--- config.mk ---
export PLATFORM = sky130hd
export DESIGN_NAME = servo_motion_sequencer
export DESIGN_NICKNAME = d
export VERILOG_FILES = /design/src/rtl/servo_motion_sequencer.sv
export SDC_FILE = /design/constraint.sdc
export NUM_CORES = 1
export LEC_CHECK = 0
export ABC_CLOCK_PERIOD_IN_PS = 22800
export BUFFER_PORTS_ARGS = -buffer_cell sky130_fd_sc_hd__buf_4
export CORE_MARGIN = 2
export CORE_UTILIZATION = 45
export CTS_CLUSTER_SIZE = 8
export DETAILED_ROUTE_END_ITERATION = 6
export PLACE_DENSITY_LB_ADDON = 0.05
export SKIP_LAST_GASP = 1
export SYNTH_ARGS = -nofsm -noshare
export SYNTH_HDL_FRONTEND = slang
export SYNTH_SLANG_ARGS = --single-unit
--- constraint.sdc ---
create_clock -name CLK -period 22.8 [get_ports CLK]
set_clock_uncertainty 0.15 [all_clocks]
set_input_delay 0 -clock CLK [delete_from_list [all_inputs] [get_ports CLK]]
set_output_delay 0 -clock CLK [all_outputs]
set_load 0.005 [all_outputs]
--- src/rtl/servo_motion_sequencer.sv ---
// Frame-synchronous four-channel servo sequencer: once per frame it samples
// joystick positions, maps them to pulse widths and slews each output toward its target.
module servo_motion_sequencer #(
   parameter int FRAME_CYCLES = 500000,
   parameter int MIN_US       = 650,
   parameter int MAX_US       = 2600,
   parameter int CENTER_US    = 1500,
   parameter int STEP_US      = 20
) (
   input  logic        CLK,
   input  logic        RST,
   input  logic        ENABLE,
   input  logic [3:0]  HOLD,
   input  logic [39:0] POS,
   output logic [11:0] PULSE_US0,
   output logic [11:0] PULSE_US1,
   output logic [11:0] PULSE_US2,
   output logic [11:0] PULSE_US3,
   output logic [3:0]  AT_TARGET,
   output logic        BUSY,
   output logic        FRAME_STROBE
);

   localparam int              CNT_W   = $clog2(FRAME_CYCLES);
   localparam logic [CNT_W-1:0] CNT_LAST = CNT_W'(FRAME_CYCLES - 1);
   localparam logic [11:0]     SPAN    = 12'(MAX_US - MIN_US);
   localparam logic [11:0]     CENTER  = 12'(CENTER_US);

   typedef enum logic [2:0] {IDLE, LATCH, MAP, STEP, DONE} state_t;

   state_t            state, state_nxt;
   logic [CNT_W-1:0]  frame_cnt;
   logic              tick;
   logic [1:0]        idx;
   logic [9:0]        pos_sh [4];
   logic [11:0]       pulse  [4];
   logic [11:0]       target [4];

   // Linear position-to-width map; the 22-bit product is truncated, never rounded.
   function automatic logic [11:0] map_pos(input logic [9:0] pos);
      logic [21:0] prod;
      prod = 22'(pos) * 22'(SPAN);
      return 12'(MIN_US) + prod[21:10];
   endfunction

   // Move cur toward tgt by at most STEP_US; STEP_US of zero means jump straight there.
   function automatic logic [11:0] slew(input logic [11:0] cur, input logic [11:0] tgt);
      logic signed [12:0] d;
      logic signed [12:0] mag;
      logic signed [12:0] step;
      d    = $signed({1'b0, tgt}) - $signed({1'b0, cur});
      mag  = (d < 0) ? -d : d;
      step = 13'(STEP_US);
      if (STEP_US == 0 || mag <= step)
         return tgt;
      else if (d > 0)
         return cur + 12'(STEP_US);
      else
         return cur - 12'(STEP_US);
   endfunction

   // Frame timebase runs independently of ENABLE.
   always_ff @(posedge CLK) begin
      if (RST) begin
         frame_cnt <= '0;
         tick      <= 1'b0;
      end else begin
         tick      <= (frame_cnt == CNT_LAST);
         frame_cnt <= (frame_cnt == CNT_LAST) ? '0 : frame_cnt + 1'b1;
      end
   end

   always_ff @(posedge CLK) begin
      if (RST) state <= IDLE;
      else     state <= state_nxt;
   end

   always_comb begin
      state_nxt = state;
      case (state)
         IDLE:    if (tick && ENABLE) state_nxt = LATCH;
         LATCH:   state_nxt = MAP;
         MAP:     state_nxt = STEP;
         STEP:    state_nxt = (idx == 2'd3) ? DONE : MAP;
         DONE:    state_nxt = IDLE;
         default: state_nxt = IDLE;
      endcase
   end

   // Position shadow is pure data and needs no reset.
   always_ff @(posedge CLK) begin
      if (state == LATCH) begin
         for (int i = 0; i < 4; i++) pos_sh[i] <= POS[10*i +: 10];
      end
   end

   always_ff @(posedge CLK) begin
      if (RST) begin
         idx <= 2'd0;
         for (int i = 0; i < 4; i++) begin
            pulse[i]  <= CENTER;
            target[i] <= CENTER;
         end
      end else begin
         case (state)
            LATCH: idx <= 2'd0;
            MAP:   if (!HOLD[idx]) target[idx] <= map_pos(pos_sh[idx]);
            STEP: begin
               pulse[idx] <= slew(pulse[idx], target[idx]);
               if (idx != 2'd3) idx <= idx + 2'd1;
            end
            default: ;
         endcase
      end
   end

   always_comb begin
      for (int i = 0; i < 4; i++) AT_TARGET[i] = (pulse[i] == target[i]);
   end

   assign PULSE_US0    = pulse[0];
   assign PULSE_US1    = pulse[1];
   assign PULSE_US2    = pulse[2];
   assign PULSE_US3    = pulse[3];
   assign BUSY         = (state != IDLE);
   assign FRAME_STROBE = (state == DONE);

endmodule
==> results.yml <==
yosys:
  synth.top_cell.area_share: 0.366
  synth_cells: 1003
  ys_warn_count: 0
  ys_ff_latch: 163
  synth_most_common_cell: "edfxtp_1"
  syn-cell-area_sq_mm: 0.0111
  ys_seq_area_frac: 0.415
  synth.avg_cell_area_sq_um: 11.1
  postSynth.asyncResetShare: 0
  synth_top_area_cell: "edfxtp_1"
  synth_nets: 1166
  yosysUniqueCellTypes: 77
  synth_common_cells: "edfxtp_1 (136), inv_1 (94), ha_1 (81)"
  synth_area_leaders: "edfxtp_1 (37%), ha_1 (9.1%), mux4_2 (6.5%), fa_1 (6.3%), xnor2_1 (5.8%)"
  synth-edff-count: 136
  synth_ff_type: "edfxtp_1"
power:
  power.density_mw_per_mm2: 51.8
  ir_worst_vdd_v: 0.0000444
  p_comb_frac: 0.115
  power.total_mw: 0.688
  power_switching_share: 0.267
  p_sw_mw: 0.184
  internal-power_mw: 0.504
  seq_power_share: 0.477
  clkPwrFrac: 0.408
  cellLeakagePower_nw: 5.04
route:
  routed_wl_um: 32000
  dr.pass1.iters: 6
  route.detailed.drc: 0
  initialDrtViolationCount: 514
  antenna_left: 0
  wire_per_inst_um: 21.6
  num_vias: 8372
  vias_per_cell: 5.65
min_path:
  holdCritPathClass: "in2reg"
sta:
  timing.setup.tns_ns: 0
  slew_viol_final: 0
  min_period_ns: 7.41
  rsz0062_at_grt: "no"
  finalCritPeriodShare: 0.325
  whs_ns: 0.115
  finalSetupViolations: 0
  hold_viol: 0
  worst_pin_slew_ns: 1.27
  maxSlewHeadroom: 0.148
  fmax_mhz: 135
setup_path:
  setup.worst_path.end_class: "flop"
  arrival_ns: 7.41
  start_kind: "flop"
  required_ns: 22.80
  path_class: "reg2reg"
  path_max_fanout: 36
run_status:
  status: "complete, no violations"
clock_tree:
  cts_buffers: 17
  cts_root_buf: "clkbuf_16"
  cts_tree: "built"
  cts_sinks: 163
  cts.reportedPaths.clkPinSlew_ns: 0.07
  cts_setup_buffers: 0
  clockBufferDepth: 2
  htree_num_levels: 4
  clock_latency_ns: 0.45
  cts-resized-gates: 0
floorplanning:
  initial_core_util: 0.458
  die_area_sq_mm: 0.0260
  die_h_um: 161
  ios: 101
  fp-row-count: 57
  coreArea_sq_mm: 0.0243
  die_w_um: 161
global_route:
  track_usage: 0.251
  grt_pass1_vias: 8340
  grt_start_max_net_pins: 41
  grt_overflow: 0
  grt_pass1_wl_um: 48400
  antenna_found_initial: 0
place:
  place_hpwl_um: 25100
  numPortBuffers: 100
  place_congestion: 0.900
final_layout:
  drive_gt1_frac: 0.183
  area_delta_synth_final_pct: 19.1
  multi_input_area_sq_mm: 0.00608
  fillers: 2138
  regArea_sq_mm: 0.00463
  diodes: 0
  num-nets-final: 1308
job:
  drv_cap: 0
cell families after synthesis:
group                      share of synthesized area
buffers and inverters                         0.0421
adders and majority gates                      0.154
xor gates and xnor gates                      0.0767
AOI/OAI and AO/OA                              0.105
and+or+nand+nor                                0.132
muxes                                         0.0751
DFF                                            0.415
stage by stage:
step / setup WS [ns] / instance area (sq um) / util / instances
finish: 15.39 / 13300 / 0.546 / 1482
floorplan: 15.22 / 11100 / - / 1003
CTS: 15.31 / 13300 / 0.546 / 1482
detailed placement: 15.32 / 12300 / 0.504 / 1407
global route: 14.81 / 13300 / 0.546 / 1482
global placement: 15.49 / 12300 / 0.504 / 1407
flip-flops by register name, summed over array words and instances, names as in the netlist, named ones only:
name,flops
pulse,48
target,48
pos_sh,40
frame_cnt,19
state,3
idx,2
tick,1
power by group through the flow:
stage | combinational, mW | clock [mW] | sequential (mW)
6_report | 0.0792 | 0.281 | 0.328
5_1_grt | 0.0853 | 0.294 | 0.328
4_1_cts | 0.0784 | 0.283 | 0.328
3_5_place_dp | 0.0720 | 0 | 0.335
3_3_place_gp | 0.0715 | 0 | 0.335
2_1_floorplan | 0.0467 | 0 | 0.333
critical path, cell delays in order (launching register included):
cell	delay, ns
dfxtp_2	0.31
buf_4	0.55
mux4_2	0.65
fa_1	0.66
fa_1	0.47
inv_1	0.10
fa_1	0.44
fa_1	0.49
fa_1	0.51
inv_1	0.04
ha_1	0.36
o211ai_1	0.17
a211o_1	0.36
a311oi_1	0.45
xor2_1	0.31
a31oi_1	0.14
o311ai_0	0.39
a211oi_1	0.11
xnor2_1	0.36
nand2_1	0.09
layout make-up:
cell class                 instances  share of cell area
sequential                       163               0.349
clock inverter                    14              0.0108
inverter                          96              0.0272
clock buffer                      18              0.0323
multi-input combinational        718               0.458
timing repair buffer             149              0.0924
tap                              324              0.0306
layout by cell type (no fill, tap or decap), types with 4 or more instances in the layout:
| cell type | n |
|---|---|
| fa_1 | 35 |
| ha_1 | 81 |
| dlygate4sd3_1 | 43 |
| mux2_2 | 4 |
| a21oi_1 | 57 |
| inv_1 | 94 |
| or3_1 | 9 |
| nor2_1 | 68 |
| o21ai_2 | 6 |
| nand2_1 | 71 |
| o21a_1 | 7 |
| mux4_2 | 32 |
| xor2_1 | 21 |
| nand4_1 | 17 |
| and2_1 | 7 |
| a31oi_1 | 4 |
| xnor2_1 | 74 |
| nor2b_1 | 8 |
| o211ai_1 | 4 |
| nand3_1 | 46 |
| o21ai_0 | 20 |
| dfxtp_1 | 25 |
| clkbuf_16 | 17 |
| edfxtp_1 | 136 |
| buf_4 | 106 |
| and3_1 | 14 |
| mux2i_1 | 6 |
| a21o_1 | 10 |
| nor3_1 | 18 |
| inv_8 | 4 |
| a211oi_1 | 4 |
| a221oi_2 | 4 |
| o31ai_1 | 4 |
| o21ai_1 | 11 |
| nand2b_1 | 9 |
final timing paths:
kind	cells past startpoint	to	startpoint	slack, ns
worst max-delay path	19	target[0][10]$_SDFFCE_PN1P_	flop	15.39
worst min-delay path	2	pos_sh[3][1]$_DFFE_PP_	POS[31]	0.12
worst max register to register	19	target[0][10]$_SDFFCE_PN1P_	flop	15.39
worst min register to register	1	frame_cnt[0]$_SDFF_PP0_	frame_cnt[0]$_SDFF_PP0_	0.32
repair_timing:
| item | CTS | global route |
|---|---|---|
| hold endpoints to repair | 61 | 0 |
| hold buffers | 43 | 0 |
| endpoints found under the setup margin | 0 | 0 |
routing by layer:
layer | vias to the layer above | GRT usage | part of all wire
met5 | - | 0 | 0
met3 | 59 | 0.0455 | 0.069
li1 | 3927 | - | -
met1 | 4057 | 0.302 | 0.39
met2 | 329 | 0.442 | 0.50
met4 | 0 | 0.107 | 0.037
No activity file was read; power rests on OpenSTA's default activity.
